--- src/rtl/pdp8_panel_loader.sv ---
// pdp8_panel_loader
// Drives the PDP-8 Front_Panel switch register and Load-PC/Deposit buttons
// to load a memory image word by word. It then loads the start PC, raises
// the run switch and reports a halt when the CPU run LED falls.
//
// Handshake: an image word transfers on a rising clock edge where
// in_valid && in_ready are both 1. in_ready is a register that is 1 only
// while the loader waits for a word. It does not depend combinationally on
// in_valid. Once the producer raises in_valid, it holds in_valid and the
// word fields stable until the transfer happens.
//
// Every button action is a three-phase sequence. SETUP puts the value on
// sw[11:0]. PULSE holds the button high. GAP releases the button and keeps
// sw steady. Each phase lasts exactly its parameter in cycles.

module pdp8_panel_loader #(
    parameter int unsigned SETUP_CYCLES  = 10,
    parameter int unsigned PULSE_CYCLES  = 10,
    parameter int unsigned GAP_CYCLES    = 30,
    parameter int unsigned AUTO_INC_SKIP = 1
) (
    input  logic        clock,
    input  logic        reset,
    input  logic        start,
    input  logic [11:0] start_pc,
    input  logic        in_valid,
    output logic        in_ready,
    input  logic [11:0] in_addr,
    input  logic [11:0] in_data,
    input  logic        in_last,
    input  logic        run_led,
    output logic [12:0] sw,
    output logic        btnl,
    output logic        btnd,
    output logic        busy,
    output logic        halted,
    output logic [12:0] words_loaded,
    output logic [3:0]  dbg_state
);

    // Sequencer states
    localparam logic [3:0] ST_IDLE      = 4'd0;
    localparam logic [3:0] ST_WAIT_WORD = 4'd1;
    localparam logic [3:0] ST_A_SETUP   = 4'd2;
    localparam logic [3:0] ST_A_PULSE   = 4'd3;
    localparam logic [3:0] ST_A_GAP     = 4'd4;
    localparam logic [3:0] ST_D_SETUP   = 4'd5;
    localparam logic [3:0] ST_D_PULSE   = 4'd6;
    localparam logic [3:0] ST_D_GAP     = 4'd7;
    localparam logic [3:0] ST_S_SETUP   = 4'd8;
    localparam logic [3:0] ST_S_PULSE   = 4'd9;
    localparam logic [3:0] ST_S_GAP     = 4'd10;
    localparam logic [3:0] ST_RUN       = 4'd11;
    localparam logic [3:0] ST_HALTED    = 4'd12;

    // Terminal counts for each phase; the phase counter runs 0..N-1
    localparam logic [15:0] LAST_SETUP = 16'(SETUP_CYCLES - 1);
    localparam logic [15:0] LAST_PULSE = 16'(PULSE_CYCLES - 1);
    localparam logic [15:0] LAST_GAP   = 16'(GAP_CYCLES - 1);

    localparam logic [12:0] WORDS_MAX  = 13'd4096;

    logic [3:0]  r_state;
    logic [15:0] r_cnt;
    logic [11:0] r_addr;
    logic [11:0] r_data;
    logic        r_last;
    logic [11:0] r_start_pc;
    logic [11:0] r_prev_addr;
    logic        r_prev_vld;
    logic        r_led_prev;
    logic        r_led_seen;
    logic [12:0] r_sw;
    logic        r_btnl;
    logic        r_btnd;
    logic        r_in_ready;
    logic        r_busy;
    logic        r_halted;
    logic [12:0] r_words;

    logic [15:0] w_phase_last;
    logic        w_phase_done;
    logic        w_take;
    logic [11:0] w_prev_inc;
    logic        w_skip;
    logic        w_led_fall;

    // Select the terminal count of the phase the sequencer is currently in
    always_comb begin
        w_phase_last = LAST_SETUP;
        case (r_state)
            ST_A_PULSE, ST_D_PULSE, ST_S_PULSE: w_phase_last = LAST_PULSE;
            ST_A_GAP,   ST_D_GAP,   ST_S_GAP:   w_phase_last = LAST_GAP;
            default:                            w_phase_last = LAST_SETUP;
        endcase
    end

    assign w_phase_done = (r_cnt == w_phase_last);
    assign w_take       = in_valid & r_in_ready;
    // 12-bit add wraps 7777 -> 0000, matching the CPU's address increment
    assign w_prev_inc   = r_prev_addr + 12'd1;
    assign w_skip       = (AUTO_INC_SKIP != 0) && r_prev_vld && (in_addr == w_prev_inc);
    // Halt only on a real high-to-low edge after the CPU was seen running
    assign w_led_fall   = r_led_seen & r_led_prev & ~run_led;

    // Main sequencer: state, phase counter, captured word and panel outputs
    always_ff @(posedge clock) begin
        if (reset) begin
            r_state     <= ST_IDLE;
            r_cnt       <= '0;
            r_addr      <= '0;
            r_data      <= '0;
            r_last      <= 1'b0;
            r_start_pc  <= '0;
            r_prev_addr <= '0;
            r_prev_vld  <= 1'b0;
            r_led_prev  <= 1'b0;
            r_led_seen  <= 1'b0;
            r_sw        <= '0;
            r_btnl      <= 1'b0;
            r_btnd      <= 1'b0;
            r_in_ready  <= 1'b0;
            r_busy      <= 1'b0;
            r_halted    <= 1'b0;
            r_words     <= '0;
        end else begin
            r_led_prev <= run_led;
            case (r_state)
                ST_IDLE, ST_HALTED: begin
                    if (start) begin
                        r_start_pc <= start_pc;
                        r_words    <= '0;
                        r_halted   <= 1'b0;
                        r_prev_vld <= 1'b0;
                        r_busy     <= 1'b1;
                        r_in_ready <= 1'b1;
                        r_state    <= ST_WAIT_WORD;
                    end
                end

                ST_WAIT_WORD: begin
                    if (w_take) begin
                        r_addr     <= in_addr;
                        r_data     <= in_data;
                        r_last     <= in_last;
                        r_in_ready <= 1'b0;
                        r_cnt      <= '0;
                        if (w_skip) begin
                            r_sw[11:0] <= in_data;
                            r_state    <= ST_D_SETUP;
                        end else begin
                            r_sw[11:0] <= in_addr;
                            r_state    <= ST_A_SETUP;
                        end
                    end
                end

                ST_A_SETUP: begin
                    if (w_phase_done) begin
                        r_cnt   <= '0;
                        r_btnl  <= 1'b1;
                        r_state <= ST_A_PULSE;
                    end else begin
                        r_cnt <= r_cnt + 16'd1;
                    end
                end

                ST_A_PULSE: begin
                    if (w_phase_done) begin
                        r_cnt   <= '0;
                        r_btnl  <= 1'b0;
                        r_state <= ST_A_GAP;
                    end else begin
                        r_cnt <= r_cnt + 16'd1;
                    end
                end

                ST_A_GAP: begin
                    if (w_phase_done) begin
                        r_cnt      <= '0;
                        r_sw[11:0] <= r_data;
                        r_state    <= ST_D_SETUP;
                    end else begin
                        r_cnt <= r_cnt + 16'd1;
                    end
                end

                ST_D_SETUP: begin
                    if (w_phase_done) begin
                        r_cnt   <= '0;
                        r_btnd  <= 1'b1;
                        r_state <= ST_D_PULSE;
                    end else begin
                        r_cnt <= r_cnt + 16'd1;
                    end
                end

                ST_D_PULSE: begin
                    if (w_phase_done) begin
                        r_cnt   <= '0;
                        r_btnd  <= 1'b0;
                        r_state <= ST_D_GAP;
                    end else begin
                        r_cnt <= r_cnt + 16'd1;
                    end
                end

                ST_D_GAP: begin
                    if (w_phase_done) begin
                        r_cnt       <= '0;
                        r_prev_addr <= r_addr;
                        r_prev_vld  <= 1'b1;
                        if (r_words != WORDS_MAX) begin
                            r_words <= r_words + 13'd1;
                        end
                        if (r_last) begin
                            r_sw[11:0] <= r_start_pc;
                            r_state    <= ST_S_SETUP;
                        end else begin
                            r_in_ready <= 1'b1;
                            r_state    <= ST_WAIT_WORD;
                        end
                    end else begin
                        r_cnt <= r_cnt + 16'd1;
                    end
                end

                ST_S_SETUP: begin
                    if (w_phase_done) begin
                        r_cnt   <= '0;
                        r_btnl  <= 1'b1;
                        r_state <= ST_S_PULSE;
                    end else begin
                        r_cnt <= r_cnt + 16'd1;
                    end
                end

                ST_S_PULSE: begin
                    if (w_phase_done) begin
                        r_cnt   <= '0;
                        r_btnl  <= 1'b0;
                        r_state <= ST_S_GAP;
                    end else begin
                        r_cnt <= r_cnt + 16'd1;
                    end
                end

                ST_S_GAP: begin
                    if (w_phase_done) begin
                        r_cnt      <= '0;
                        r_sw[12]   <= 1'b1;
                        r_led_seen <= 1'b0;
                        r_state    <= ST_RUN;
                    end else begin
                        r_cnt <= r_cnt + 16'd1;
                    end
                end

                ST_RUN: begin
                    if (run_led) begin
                        r_led_seen <= 1'b1;
                    end
                    if (w_led_fall) begin
                        r_sw[12] <= 1'b0;
                        r_halted <= 1'b1;
                        r_busy   <= 1'b0;
                        r_state  <= ST_HALTED;
                    end
                end

                default: begin
                    r_state <= ST_IDLE;
                end
            endcase
        end
    end

    assign sw           = r_sw;
    assign btnl         = r_btnl;
    assign btnd         = r_btnd;
    assign in_ready     = r_in_ready;
    assign busy         = r_busy;
    assign halted       = r_halted;
    assign words_loaded = r_words;
    assign dbg_state    = r_state;

endmodule

--- config.mk ---
export PLATFORM = sky130hd
export DESIGN_NAME = pdp8_panel_loader
export DESIGN_NICKNAME = d
export VERILOG_FILES = /design/src/rtl/pdp8_panel_loader.sv
export SDC_FILE = /design/constraint.sdc
export NUM_CORES = 1
export LEC_CHECK = 0
export ABC_CLOCK_PERIOD_IN_PS = 2250
export BUFFER_PORTS_ARGS = -buffer_cell sky130_fd_sc_hd__buf_2
export CORE_MARGIN = 2
export CORE_UTILIZATION = 25
export CTS_CLUSTER_SIZE = 28
export DETAILED_ROUTE_END_ITERATION = 10
export PLACE_DENSITY = 0.49
export SLEW_MARGIN = 20
export SYNTH_ARGS = -nofsm -noshare
export SYNTH_HDL_FRONTEND = slang
export SYNTH_SLANG_ARGS = --single-unit
--- constraint.sdc ---
create_clock -name clock -period 2.25 [get_ports clock]
set_input_delay 0.1125 -clock clock [delete_from_list [all_inputs] [get_ports clock]]
set_output_delay 0.1125 -clock clock [all_outputs]
set_load 0.01 [all_outputs]
==> flow_summary.html, run 1 <==
<table>
<tr><th>Metric</th><th>Value</th></tr>
<tr><th colspan="2">Worst hold path</th></tr>
<tr><td>WHS Path Cells</td><td>3</td></tr>
<tr><td>Worst min-delay path endpoint</td><td>r_data[5]</td></tr>
<tr><td>Start point of the worst min-delay path</td><td>in_data[5]</td></tr>
<tr><td>Worst hold-check path type</td><td>in2reg</td></tr>
<tr><th colspan="2">Layout</th></tr>
<tr><td>Fin area</td><td>6890 µm²</td></tr>
<tr><td>Area of combinational cells with multiple inputs</td><td>3100 µm²</td></tr>
<tr><td>Register cell area after layout</td><td>2080 µm²</td></tr>
<tr><td>Final Instance Count excl. Fillers</td><td>1073</td></tr>
<tr><td>Final layout net count</td><td>841</td></tr>
<tr><td>Fraction of the core area covered by cells at the end of the flow</td><td>33.0%</td></tr>
<tr><td>Number of filler instances in the final layout</td><td>2280</td></tr>
<tr><td>Fraction of final layout cells with drive strength greater than 1</td><td>24.4%</td></tr>
<tr><td>Relative area change from synthesis to final layout</td><td>30.7%</td></tr>
<tr><td>Inserted Diodes</td><td>0</td></tr>
<tr><th colspan="2">Yosys</th></tr>
<tr><td>Seq/Total Area, Yosys</td><td>39.1%</td></tr>
<tr><td>Number of register bits inferred by synthesis</td><td>103</td></tr>
<tr><td>Synth area leaders</td><td>dfxtp_1 39%, nand2_1 7.8%, nor2_1 7.0%</td></tr>
<tr><td>Avg Inst Size Synth</td><td>7.87 µm²</td></tr>
<tr><td>Top FF cell, synth</td><td>dfxtp_1</td></tr>
<tr><td>Post-synthesis instance area</td><td>5270 µm²</td></tr>
<tr><td>Top cells by instance count after synthesis</td><td>110 x nand2_1, 103 x dfxtp_1, 98 x nor2_1</td></tr>
<tr><td>Post-synth EDFFs</td><td>0</td></tr>
<tr><td>Distinct cell type count of the synthesized netlist</td><td>63</td></tr>
<tr><td>Share of Yosys cell area claimed by the top area cell type</td><td>39.1%</td></tr>
<tr><td>Most repeated cell in the gate-level netlist after synthesis</td><td>nand2_1</td></tr>
<tr><td>Leading area contributor after synthesis</td><td>dfxtp_1</td></tr>
<tr><td>Number of warnings issued by yosys</td><td>0</td></tr>
<tr><td>Number of nets produced by synthesis</td><td>717</td></tr>
<tr><td>Post-synthesis instance total</td><td>670</td></tr>
<tr><td>FFs w/ async S/R, synth</td><td>0%</td></tr>
<tr><th colspan="2">Clock tree</th></tr>
<tr><td>Clock root buffer master</td><td>clkbuf_16</td></tr>
<tr><td>Clock transition at the registers of the reported paths</td><td>0.08 ns</td></tr>
<tr><td>H-Tree Depth</td><td>3</td></tr>
<tr><td>Buffer levels on the longest clock path</td><td>2</td></tr>
<tr><td>Latest clock arrival within the worst-skew pair</td><td>0.35 ns</td></tr>
<tr><td>Num CTS Buffers</td><td>9</td></tr>
<tr><td>CTS tree</td><td>yes</td></tr>
<tr><td>Sink count of the clock tree</td><td>103</td></tr>
<tr><th colspan="2">Pwr</th></tr>
<tr><td>Worst supply voltage drop on vdd</td><td>0.390 mV</td></tr>
<tr><td>Switching fraction of total power</td><td>34.5%</td></tr>
<tr><td>Power, Total</td><td>5.22 mW</td></tr>
<tr><td>Leakage</td><td>2.74 nW</td></tr>
<tr><td>Internal portion of total power</td><td>3.41 mW</td></tr>
<tr><td>Sequential fraction of design power</td><td>40.2%</td></tr>
<tr><td>Comb power frac</td><td>31.0%</td></tr>
<tr><td>Clock share of power</td><td>28.8%</td></tr>
<tr><td>Switching power of the nets</td><td>1.80 mW</td></tr>
<tr><td>Pwr Density</td><td>757 nW/µm²</td></tr>
<tr><th colspan="2">Global route</th></tr>
<tr><td>Antenna violations before repair</td><td>0</td></tr>
<tr><td>GR Util All Layers</td><td>14.7%</td></tr>
<tr><td>Via count of the first global-routing pass</td><td>4884</td></tr>
<tr><td>Pin count of the biggest net entering global routing</td><td>27</td></tr>
<tr><td>First-pass GRT wire length</td><td>25900 µm</td></tr>
<tr><td>Global route total overflow</td><td>0</td></tr>
<tr><th colspan="2">Die</th></tr>
<tr><td>Std-Cell Rows</td><td>53</td></tr>
<tr><td>Number of primary I/O pins</td><td>77</td></tr>
<tr><td>Die area</td><td>22300 µm²</td></tr>
<tr><td>Starting utilization of the core area</td><td>25.2%</td></tr>
<tr><td>Width of the die</td><td>149 µm</td></tr>
<tr><td>Die boundary height</td><td>149 µm</td></tr>
<tr><td>Core Area</td><td>20900 µm²</td></tr>
<tr><th colspan="2">Critical path</th></tr>
<tr><td>Critical Path Sink Type</td><td>register</td></tr>
<tr><td>Destination of the worst register-to-register timing path</td><td>sw[2]</td></tr>
<tr><td>Biggest cell delay along the critical path</td><td>0.38 ns</td></tr>
<tr><td>Critical path cell sequence</td><td>ha_4 -&gt; nor3b_2 -&gt; a21oi_1 -&gt; o32a_1 -&gt; a2111oi_4 -&gt; o2111ai_4 -&gt; buf_6 -&gt; mux2i_1 -&gt; a211oi_1</td></tr>
<tr><td>Highest net fanout along the worst path</td><td>6</td></tr>
<tr><td>Required time reported for the critical path endpoint</td><td>2.52 ns</td></tr>
<tr><td>Slowest cell on the critical path</td><td>a2111oi_4</td></tr>
<tr><td>Worst endpoint data arrival time</td><td>2.52 ns</td></tr>
<tr><td>Cell depth of the worst flop-to-flop path</td><td>9</td></tr>
<tr><td>Reg2Reg Launch Point</td><td>r_prev_addr[0]</td></tr>
<tr><td>Largest delay contributor family on the critical path</td><td>compound AO/OA/AOI/OAI gates</td></tr>
<tr><td>Critical path class</td><td>reg2reg</td></tr>
<tr><td>Buffers &amp; Inverters on Critical Path</td><td>1</td></tr>
<tr><td>Setup crit start kind</td><td>register</td></tr>
<tr><td>Internal reg-to-reg setup slack</td><td>0.0004 ns</td></tr>
<tr><th colspan="2">Placed design</th></tr>
<tr><td>DPL Wire Length</td><td>11700 µm</td></tr>
<tr><td>Post-Place Cell Area</td><td>6310 µm²</td></tr>
<tr><td>Port-buffer cells</td><td>76</td></tr>
<tr><td>Gpl congestion</td><td>0.849</td></tr>
<tr><td>Worst Setup Slack post-DPL</td><td>-0.0927 ns</td></tr>
<tr><td>Placed Instances</td><td>1041</td></tr>
<tr><th colspan="2">Timing</th></tr>
<tr><td>Layout Skew</td><td>0.0106 ns</td></tr>
<tr><td>Unrepaired setup endpoints after global routing</td><td>true</td></tr>
<tr><td>Hold WS</td><td>0.0134 ns</td></tr>
<tr><td>Fmax</td><td>445 MHz</td></tr>
<tr><td>Least setup slack across all paths after layout</td><td>0.000371 ns</td></tr>
<tr><td>Final critical delay including setup and external delays</td><td>2.25 ns</td></tr>
<tr><td>Number of slew-limit violations in the final report</td><td>0</td></tr>
<tr><td>Number of hold violations in the final report</td><td>0</td></tr>
<tr><td>Final worst-path cycle share</td><td>100%</td></tr>
<tr><td>Tightest slew margin relative to the limit</td><td>67.0%</td></tr>
<tr><td>Slew of the pin with the lowest slew margin</td><td>0.495 ns</td></tr>
<tr><td>Setup total negative slack</td><td>0 ns</td></tr>
<tr><td>Number of setup violations in the final report</td><td>0</td></tr>
<tr><th colspan="2">Route</th></tr>
<tr><td>Routed Antenna Nets</td><td>0</td></tr>
<tr><td>Violation count after the first detailed-routing iteration</td><td>320</td></tr>
<tr><td>Total via count after detailed routing</td><td>5089</td></tr>
<tr><td>Number of vias per cell after detailed routing</td><td>4.74</td></tr>
<tr><td>Total DRC errors in the routed layout</td><td>0</td></tr>
<tr><td>Wirelength per Cell</td><td>14.9 µm</td></tr>
<tr><td>Number of optimization iterations in the first detailed-route pass</td><td>4</td></tr>
<tr><td>Final WL</td><td>16000 µm</td></tr>
<tr><th colspan="2">Job</th></tr>
<tr><td>Max-cap violations</td><td>0</td></tr>
<tr><th colspan="2">Run status</th></tr>
<tr><td>Outcome</td><td>finished, final reports clean</td></tr>
</table>
worst max-delay path by stage:
stage / start / cells past startpoint / endpoint / slack, ns
floorplan: r_prev_addr[0] / 10 / sw[10] / -0.08
global placement: r_prev_addr[1] / 9 / sw[11] / -0.06
detailed placement: r_prev_addr[1] / 9 / sw[4] / -0.09
CTS: r_prev_addr[0] / 9 / sw[6] / -0.04
global route: r_prev_addr[0] / 11 / sw[11] / -0.12
finish: r_prev_addr[0] / 9 / sw[2] / 0.0004
state kept, by name, indices dropped and copies added, names as in the netlist:
register / cells
r_led_prev: 1
r_data: 12
r_last: 1
r_prev_vld: 1
words_loaded: 13
r_led_seen: 1
btnd: 1
sw: 13
r_addr: 12
btnl: 1
in_ready: 1
dbg_state: 4
r_cnt: 16
busy: 1
halted: 1
r_start_pc: 12
r_prev_addr: 12
repair_timing:
| action | 4_1_cts | 5_1_grt |
|---|---|---|
| endpoints found under the hold margin | 14 | 0 |
| pin swaps | 7 | 11 |
| buffers inserted | 3 | 0 |
| setup endpoints to repair | 36 | 63 |
| hold buffers | 14 | 0 |
| resized for setup | 10 | 26 |
| gates cloned | 0 | 0 |
tightest hold or removal path, stage by stage:
cell	delay (ns)
buf_2	0.11
nand2_1	0.05
a21oi_1	0.05
power by group through the flow:
stage                     Clock (mW)  Sequential (mW)  Combinational [mW]
after floorplan                    0             2.11               0.880
after global placement             0             2.13                1.57
after detailed placement           0             2.13                1.56
after CTS                       1.56             2.09                1.59
after global routing            1.63             2.12                1.80
final                           1.50             2.09                1.62
routing by layer:
metal / vias up / track usage, % / part of all wire [%]
li1: 2593 / - / -
met1: 2395 / 19.4 / 47
met2: 93 / 24.8 / 48
met3: 8 / 3.09 / 3.8
met4: 0 / 3.29 / 0.73
met5: - / 0 / 0
final cells by class:
cell class	count	area share [%]
Tap cell	275	5.00
Inverter	13	0.708
Clock buffer	10	3.32
Multi-Input combinational cell	513	45.0
Sequential cell	103	30.1
Clock inverter	5	0.581
Timing Repair Buffer	154	15.2
cell usage in the layout (no fill, tap or decap), types with 4 or more instances in the layout:
cell type	netlist	final
dfxtp_1	103	96
xor2_1	25	24
nand2b_1	5	4
and3_1	11	11
a22oi_1	14	14
buf_4	4	58
nor2_1	98	98
a21oi_1	59	58
o21ai_0	24	24
nor3_1	7	6
inv_1	13	13
clkbuf_16	0	9
dfxtp_2	0	5
buf_2	9	76
ha_1	5	4
mux2i_1	27	27
xnor2_1	11	11
a31oi_1	4	4
nor2b_1	4	4
nand2_1	110	109
dlygate4sd3_1	0	14
nor4b_1	5	4
nand4_1	10	10
a211oi_1	13	10
nand3_1	21	21
cell families after synthesis:
logic type	after synthesis	synth area share, %
multiplexers	27	5.13
AO/OA/AOI/OAI	148	18.4
XOR/XNOR	36	5.98
adder cells (fa/ha/maj)	5	1.19
AND/OR/NAND/NOR	297	25.7
flip-flops	103	39.1
buffers and inverters	54	4.49
(Power assumes the default switching activity.)
==> inputs of run 2 (changes only) <==
Settings changed: ABC_AREA from default to 1.
==> run 2 against run 1 <==
Net effect:
- global-route usage decreased by 0.38 points
- largest cell class unchanged
- first-iteration DRC count decreased by 11%
- maximum frequency increased by 8.6%
- synthesized cell count increased by 27%
- core utilization decreased by 2.2 points
- highest routed layer unchanged
==> flow_summary.html, run 2 <==
<table>
<tr><th>Metric</th><th>Value</th></tr>
<tr><th colspan="2">Run status</th></tr>
<tr><td>Outcome</td><td>finished, final reports clean</td></tr>
<tr><th colspan="2">Global route</th></tr>
<tr><td>Via count of the first global-routing pass</td><td>5267</td></tr>
<tr><td>GR Util All Layers</td><td>14.3%</td></tr>
<tr><td>Pin count of the biggest net entering global routing</td><td>69</td></tr>
<tr><td>Global route total overflow</td><td>0</td></tr>
<tr><td>First-pass GRT wire length</td><td>27300 µm</td></tr>
<tr><td>Antenna violations before repair</td><td>0</td></tr>
<tr><th colspan="2">Pwr</th></tr>
<tr><td>Worst supply voltage drop on vdd</td><td>0.336 mV</td></tr>
<tr><td>Leakage</td><td>2.90 nW</td></tr>
<tr><td>Pwr Density</td><td>842 nW/µm²</td></tr>
<tr><th colspan="2">Layout</th></tr>
<tr><td>Inserted Diodes</td><td>0</td></tr>
<tr><td>Final layout net count</td><td>979</td></tr>
<tr><td>Max FFs per register</td><td>16</td></tr>
<tr><td>Register cell area after layout</td><td>2060 µm²</td></tr>
<tr><td>Number of filler instances in the final layout</td><td>2424</td></tr>
<tr><td>Fraction of the core area covered by cells at the end of the flow</td><td>30.8%</td></tr>
<tr><td>Top reg by flops</td><td>r_cnt</td></tr>
<tr><td>Relative area change from synthesis to final layout</td><td>20.2%</td></tr>
<tr><td>Most frequent cells in the layout</td><td>177 x nand2_1, 119 x inv_1, 102 x dfxtp_1, 88 x nor2_1, 76 x buf_2</td></tr>
<tr><td>Fraction of final layout cells with drive strength greater than 1</td><td>18.0%</td></tr>
<tr><td>Area of combinational cells with multiple inputs</td><td>2940 µm²</td></tr>
<tr><td>Commonest non-fill, non-tap cell in the layout</td><td>nand2_1</td></tr>
<tr><th colspan="2">Clock tree</th></tr>
<tr><td>Sink count of the clock tree</td><td>103</td></tr>
<tr><td>Num CTS Buffers</td><td>9</td></tr>
<tr><td>Buffer levels on the longest clock path</td><td>2</td></tr>
<tr><td>Clock root buffer master</td><td>clkbuf_16</td></tr>
<tr><td>Clock transition at the registers of the reported paths</td><td>0.09 ns</td></tr>
<tr><td>Latest clock arrival within the worst-skew pair</td><td>0.37 ns</td></tr>
<tr><td>Post-CTS setup buffers</td><td>0</td></tr>
<tr><td>CTS tree</td><td>yes</td></tr>
<tr><td>H-Tree Depth</td><td>3</td></tr>
<tr><th colspan="2">Die</th></tr>
<tr><td>Die area</td><td>23700 µm²</td></tr>
<tr><td>Die boundary height</td><td>154 µm</td></tr>
<tr><td>Number of primary I/O pins</td><td>77</td></tr>
<tr><td>Width of the die</td><td>154 µm</td></tr>
<tr><td>Std-Cell Rows</td><td>54</td></tr>
<tr><td>Core Area</td><td>22000 µm²</td></tr>
<tr><td>Starting utilization of the core area</td><td>25.6%</td></tr>
<tr><th colspan="2">Route</th></tr>
<tr><td>Total DRC errors in the routed layout</td><td>0</td></tr>
<tr><td>Total via count after detailed routing</td><td>5533</td></tr>
<tr><td>Final WL</td><td>16600 µm</td></tr>
<tr><td>Routed Antenna Nets</td><td>0</td></tr>
<tr><td>Number of vias per cell after detailed routing</td><td>4.55</td></tr>
<tr><td>Violation count after the first detailed-routing iteration</td><td>284</td></tr>
<tr><td>Wirelength per Cell</td><td>13.7 µm</td></tr>
<tr><td>Number of optimization iterations in the first detailed-route pass</td><td>5</td></tr>
<tr><th colspan="2">Critical path</th></tr>
<tr><td>Cell depth of the worst flop-to-flop path</td><td>14</td></tr>
<tr><td>Slowest cell on the critical path</td><td>dfxtp_1</td></tr>
<tr><td>Highest net fanout along the worst path</td><td>13</td></tr>
<tr><td>Setup crit start kind</td><td>register</td></tr>
<tr><td>Biggest cell delay along the critical path</td><td>0.46 ns</td></tr>
<tr><td>Worst endpoint data arrival time</td><td>2.32 ns</td></tr>
<tr><td>Required time reported for the critical path endpoint</td><td>2.49 ns</td></tr>
<tr><td>Reg2Reg Launch Point</td><td>r_prev_addr[4]</td></tr>
<tr><td>Critical path cell sequence</td><td>nand2_1 -&gt; nor2_1 -&gt; nand2_1 -&gt; nand2_1 -&gt; nand2_1 -&gt; nand2_1 -&gt; nand2_1 -&gt; nor2_2 -&gt; nand3_2 -&gt; buf_4 -&gt; nand2_1 -&gt; nand2_1 -&gt; nand2_1 -&gt; a21oi_1</td></tr>
<tr><td>Cell seen most often among critical-path stages</td><td>nand2_1</td></tr>
<tr><td>Critical path class</td><td>reg2reg</td></tr>
<tr><td>Internal reg-to-reg setup slack</td><td>0.18 ns</td></tr>
<tr><td>Critical Path Sink Type</td><td>register</td></tr>
<tr><td>Destination of the worst register-to-register timing path</td><td>dbg_state[1]</td></tr>
<tr><th colspan="2">Timing</th></tr>
<tr><td>Unrepaired setup endpoints after global routing</td><td>false</td></tr>
<tr><td>Setup total negative slack</td><td>0 ns</td></tr>
<tr><td>Number of slew-limit violations in the final report</td><td>0</td></tr>
<tr><td>Number of hold violations in the final report</td><td>0</td></tr>
<tr><td>Slew of the pin with the lowest slew margin</td><td>0.591 ns</td></tr>
<tr><td>Number of setup violations in the final report</td><td>0</td></tr>
<tr><td>Fmax</td><td>483 MHz</td></tr>
<tr><td>Final worst-path cycle share</td><td>92.0%</td></tr>
<tr><td>Tightest slew margin relative to the limit</td><td>60.3%</td></tr>
<tr><td>Final critical delay including setup and external delays</td><td>2.07 ns</td></tr>
<tr><td>Layout Skew</td><td>0.0216 ns</td></tr>
<tr><th colspan="2">Job</th></tr>
<tr><td>Max-cap violations</td><td>0</td></tr>
<tr><th colspan="2">Yosys</th></tr>
<tr><td>Post-synthesis instance area</td><td>5620 µm²</td></tr>
<tr><td>Top cells by instance count after synthesis</td><td>177 x nand2_1, 120 x inv_1, 103 x dfxtp_1</td></tr>
<tr><td>Distinct cell type count of the synthesized netlist</td><td>39</td></tr>
<tr><td>Number of register bits inferred by synthesis</td><td>103</td></tr>
<tr><td>Leading area contributor after synthesis</td><td>dfxtp_1</td></tr>
<tr><td>Number of warnings issued by yosys</td><td>0</td></tr>
<tr><td>Synth area leaders</td><td>dfxtp_1 37%, nand2_1 12%, inv_1 8.0%</td></tr>
<tr><td>Avg Inst Size Synth</td><td>6.62 µm²</td></tr>
<tr><td>Post-synth EDFFs</td><td>0</td></tr>
<tr><td>Share of Yosys cell area claimed by the top area cell type</td><td>36.7%</td></tr>
<tr><td>Number of nets produced by synthesis</td><td>897</td></tr>
<tr><td>FFs w/ async S/R, synth</td><td>0%</td></tr>
<tr><td>Seq/Total Area, Yosys</td><td>36.7%</td></tr>
<tr><td>Post-synthesis instance total</td><td>850</td></tr>
<tr><td>Most repeated cell in the gate-level netlist after synthesis</td><td>nand2_1</td></tr>
<tr><td>Top FF cell, synth</td><td>dfxtp_1</td></tr>
<tr><th colspan="2">Worst hold path</th></tr>
<tr><td>WHS Path Cells</td><td>3</td></tr>
<tr><td>Worst min-delay path endpoint</td><td>r_data[9]</td></tr>
<tr><td>Worst hold-check path type</td><td>in2reg</td></tr>
<tr><td>Start point of the worst min-delay path</td><td>in_data[9]</td></tr>
<tr><th colspan="2">Placed design</th></tr>
<tr><td>Gpl congestion</td><td>0.843</td></tr>
<tr><td>Port-buffer cells</td><td>76</td></tr>
<tr><td>DPL Wire Length</td><td>12500 µm</td></tr>
</table>
## run 2: changes by cell type after synthesis, sizes merged, moves of 8 or more
cell    change
mux2i      -27
a211oi     -10
a22oi      -14
o21ai      +45
xnor2       -8
inv       +113
a21oi      +27
nand3      +34
and3        -8
nand4      +16
nand2      +82
xor2       -14
## run 2: area by class of cell
| class | instances | area share [%] |
|---|---|---|
| Multi-Input combinational cell | 588 | 43.4 |
| Sequential cell | 103 | 30.5 |
| Timing Repair Buffer | 104 | 9.36 |
| Inverter | 126 | 6.99 |
| Tap cell | 280 | 5.18 |
| Clock buffer | 9 | 3.33 |
| Clock inverter | 7 | 1.17 |
## run 2: cell families after synthesis
kind of cell | count (synthesis) | synth area share [%]
AOI/OAI and AO/OA | 175 | 17.1
and+or+nand+nor | 394 | 31.7
buffers and inverters | 159 | 11.2
DFF | 103 | 36.7
adders and majority gates | 5 | 1.11
xor gates and xnor gates | 14 | 2.18
## run 2: through the flow
stage | instance area, µm² | worst slack [ns] | instances | total power, mW | hold WS, ns
final | 6760 | 0.179 | 1217 | 5.69 | 0.00442
after global placement | 6430 | 0.143 | 1199 | 4.13 | 0.348
after global routing | 6760 | 0.00370 | 1217 | 6.12 | 0.00486
after floorplan | 5620 | 0.361 | 850 | 3.47 | 0.238
after detailed placement | 6430 | 0.134 | 1199 | 4.13 | 0.347
after CTS | 6760 | 0.115 | 1217 | 5.77 | 0.00248
## run 2: how the worst max path moves through the flow
stage / from / endpoint / slack, ns / cells past startpoint
6_report: r_prev_addr[4] / dbg_state[1] / 0.18 / 14
5_1_grt: r_prev_addr[1] / dbg_state[1] / 0.004 / 14
4_1_cts: r_prev_addr[0] / dbg_state[1] / 0.11 / 14
3_5_place_dp: r_prev_addr[0] / dbg_state[1] / 0.13 / 14
3_3_place_gp: r_prev_addr[0] / dbg_state[1] / 0.14 / 14
2_1_floorplan: dbg_state[1] / words_loaded[0] / 0.36 / 12
## run 2: critical path, delay by kind of cell (launching register included)
family | cells | cell delay, ns
AND/OR/NAND/NOR | 12 | 1.24
AO/OA/AOI/OAI | 1 | 0.05
buffers and inverters | 1 | 0.19
flip-flops | 1 | 0.46
## run 2: where the power goes
part           switching, mW  internal (mW)
clock                  0.825          0.794
combinational           1.19          0.637
sequential             0.165           2.08
total                   2.18           3.51
## run 2: repair_timing
action,4_1_cts,5_1_grt
gates resized for setup,0,2
hold endpoints to repair,2,0
hold buffers,2,0
setup endpoints to repair,0,7
## run 2: layer usage
layer  global-route usage [%]  part of all wire [%]  vias up
li1                         -                     -     2922
met1                     18.9                    48     2495
met2                     23.7                    46       99
met3                     3.02                   3.6       17
met4                     4.05                   1.5        0
met5                        0                     0        -
==> inputs of run 3 (changes only) <==
Settings changed: GPL_TIMING_DRIVEN from default to 0.
==> run 3 against run 2 <==
Net effect:
- sequential share of layout area shrank 0.060 points
- maximum frequency shrank 1.4%
- via count grew 2.1%
- wire length grew 7.4%
- die area is the same
- flip-flop and latch count is the same
==> flow_summary.html, run 3 (synthesis gave the netlist of run 2 again) <==
<table>
<tr><th>Metric</th><th>Value</th></tr>
<tr><th colspan="2">Die</th></tr>
<tr><td>Std-Cell Rows</td><td>54</td></tr>
<tr><td>Width of the die</td><td>154 µm</td></tr>
<tr><td>Die boundary height</td><td>154 µm</td></tr>
<tr><td>Die area</td><td>23700 µm²</td></tr>
<tr><td>Starting utilization of the core area</td><td>25.6%</td></tr>
<tr><td>Core Area</td><td>22000 µm²</td></tr>
<tr><td>Number of primary I/O pins</td><td>77</td></tr>
<tr><th colspan="2">Placed design</th></tr>
<tr><td>DPL Wire Length</td><td>13800 µm</td></tr>
<tr><td>Port-buffer cells</td><td>76</td></tr>
<tr><td>Placed Instances</td><td>1206</td></tr>
<tr><td>Gpl congestion</td><td>0.852</td></tr>
<tr><td>Worst Setup Slack post-DPL</td><td>-0.158 ns</td></tr>
<tr><th colspan="2">Route</th></tr>
<tr><td>Total DRC errors in the routed layout</td><td>0</td></tr>
<tr><td>Wirelength per Cell</td><td>14.5 µm</td></tr>
<tr><td>Routed Antenna Nets</td><td>0</td></tr>
<tr><td>Number of optimization iterations in the first detailed-route pass</td><td>5</td></tr>
<tr><td>Total via count after detailed routing</td><td>5649</td></tr>
<tr><td>Number of vias per cell after detailed routing</td><td>4.59</td></tr>
<tr><td>Violation count after the first detailed-routing iteration</td><td>328</td></tr>
<tr><td>Final WL</td><td>17900 µm</td></tr>
<tr><th colspan="2">Timing</th></tr>
<tr><td>Least setup slack across all paths after layout</td><td>0.150 ns</td></tr>
<tr><td>Slew of the pin with the lowest slew margin</td><td>0.744 ns</td></tr>
<tr><td>Unrepaired setup endpoints after global routing</td><td>true</td></tr>
<tr><td>Fmax</td><td>476 MHz</td></tr>
<tr><td>Number of slew-limit violations in the final report</td><td>0</td></tr>
<tr><td>Number of hold violations in the final report</td><td>0</td></tr>
<tr><td>Number of setup violations in the final report</td><td>0</td></tr>
<tr><td>Final worst-path cycle share</td><td>93.3%</td></tr>
<tr><td>Layout Skew</td><td>0.0140 ns</td></tr>
<tr><td>Tightest slew margin relative to the limit</td><td>50.4%</td></tr>
<tr><td>Final critical delay including setup and external delays</td><td>2.10 ns</td></tr>
<tr><th colspan="2">Global route</th></tr>
<tr><td>Antenna violations before repair</td><td>3</td></tr>
<tr><td>Global route total overflow</td><td>0</td></tr>
<tr><td>Pin count of the biggest net entering global routing</td><td>18</td></tr>
<tr><td>GR Util All Layers</td><td>15.4%</td></tr>
<tr><td>Met2 Use GR</td><td>25.1%</td></tr>
<tr><td>Via count of the first global-routing pass</td><td>5428</td></tr>
<tr><td>Busiest metal layer after global routing</td><td>met2</td></tr>
<tr><td>First-pass GRT wire length</td><td>28900 µm</td></tr>
<tr><td>Met1 track demand over resource</td><td>20.4%</td></tr>
<tr><td>Global Route met3 Usage</td><td>3.38%</td></tr>
<tr><th colspan="2">Clock tree</th></tr>
<tr><td>Num CTS Buffers</td><td>9</td></tr>
<tr><td>CTS tree</td><td>yes</td></tr>
<tr><td>Latest clock arrival within the worst-skew pair</td><td>0.36 ns</td></tr>
<tr><td>Clock root buffer master</td><td>clkbuf_16</td></tr>
<tr><td>Sink count of the clock tree</td><td>103</td></tr>
<tr><td>Buffer levels on the longest clock path</td><td>2</td></tr>
<tr><td>Clock transition at the registers of the reported paths</td><td>0.08 ns</td></tr>
<tr><td>H-Tree Depth</td><td>3</td></tr>
<tr><th colspan="2">Layout</th></tr>
<tr><td>Relative area change from synthesis to final layout</td><td>21.1%</td></tr>
<tr><td>Top reg by flops</td><td>r_cnt</td></tr>
<tr><td>Final layout net count</td><td>992</td></tr>
<tr><td>Final Instance Count excl. Fillers</td><td>1231</td></tr>
<tr><td>Fraction of final layout cells with drive strength greater than 1</td><td>18.7%</td></tr>
<tr><td>Max FFs per register</td><td>16</td></tr>
<tr><td>Most frequent cells in the layout</td><td>175 x nand2_1, 120 x inv_1, 96 x dfxtp_1, 85 x nor2_1, 82 x buf_2</td></tr>
<tr><td>Commonest non-fill, non-tap cell in the layout</td><td>nand2_1</td></tr>
<tr><th colspan="2">Critical path</th></tr>
<tr><td>Critical path class</td><td>reg2reg</td></tr>
<tr><td>Critical Path Sink Type</td><td>register</td></tr>
<tr><td>Required time reported for the critical path endpoint</td><td>2.54 ns</td></tr>
<tr><td>Worst endpoint data arrival time</td><td>2.39 ns</td></tr>
<tr><td>Setup crit start kind</td><td>register</td></tr>
<tr><td>Highest net fanout along the worst path</td><td>10</td></tr>
<tr><th colspan="2">Job</th></tr>
<tr><td>Max-cap violations</td><td>0</td></tr>
<tr><th colspan="2">Run status</th></tr>
<tr><td>Outcome</td><td>finished, final reports clean</td></tr>
<tr><th colspan="2">Pwr</th></tr>
<tr><td>Pwr Density</td><td>817 nW/µm²</td></tr>
<tr><td>Worst supply voltage drop on vdd</td><td>0.428 mV</td></tr>
<tr><td>Leakage</td><td>2.87 nW</td></tr>
<tr><th colspan="2">Worst hold path</th></tr>
<tr><td>Worst hold-check path type</td><td>in2reg</td></tr>
</table>
run 3: cell count changes in the layout (fill, tap and decap cells not counted), sizes merged:
cell         previous run  this run
clkinv                  4         0
inv                   129       128
diode                   0         1
clkbuf                  9        33
buf                   102        94
dlygate4sd3             2         1
clkinvlp                0         3
run 3: report_power, final:
group          internal [mW]  switching (mW)
clock                  0.761           0.747
combinational          0.608            1.19
sequential              2.08           0.176
total                   3.45            2.11
run 3: final timing paths:
path	slack, ns	from	endpoint	cells after the start
max reg2reg	0.15	r_prev_addr[0]	sw[6]	14
min	0.02	in_data[7]	r_data[7]	3
max	0.15	r_prev_addr[0]	sw[6]	14
min reg2reg	0.44	r_addr[0]	r_prev_addr[0]	2
run 3: cell type report:
cell class	instances	area, µm²
Antenna cell	1	2.50
Multi-Input combinational cell	588	3020
Tap cell	280	350
Fill cell	2441	15200
Sequential cell	103	2070
Inverter	126	473
Clock buffer	11	233
Timing Repair Buffer	84	450
Buffer	33	170
Clock inverter	5	40.0
run 3: critical path, stage by stage, from the launching register on:
cell	delay (ns)
dfxtp_4	0.37
ha_4	0.26
inv_1	0.03
nand2_1	0.04
nand2_1	0.04
nor2_1	0.09
nand2_1	0.07
nor2_2	0.13
nand4_1	0.17
nor2_4	0.26
nand3_4	0.11
buf_6	0.16
nand2_1	0.07
nand3_1	0.09
a21oi_2	0.14
run 3: what timing repair did:
| action | CTS | global route |
|---|---|---|
| endpoints found under the setup margin | 14 | 43 |
| buffers inserted | 2 | 6 |
| hold buffers | 1 | 0 |
| pin swaps | 1 | 13 |
| hold endpoints to repair | 1 | 0 |
| gates resized for setup | 4 | 34 |
run 3: metrics by stage:
stage / power (mW) / hold slack [ns] / TNS, ns / area, µm² / utilization [%]
after floorplan: 3.47 / 0.238 / 0 / 5620 / -
after global placement: 4.06 / 0.369 / -0.859 / 6350 / 28.9
after detailed placement: 4.06 / 0.376 / -1.38 / 6350 / 28.9
after CTS: 5.61 / 0.0105 / 0 / 6670 / 30.4
after global routing: 5.97 / 0.00675 / -0.00786 / 6810 / 31.0
final: 5.56 / 0.0152 / 0 / 6810 / 31.0
run 3: metal layers:
| layer | up-vias | wire (µm) |
|---|---|---|
| met5 | - | 21 |
| met4 | 4 | 318 |
| met3 | 21 | 800 |
| met2 | 111 | 8170 |
| met1 | 2564 | 8550 |
| li1 | 2949 | - |
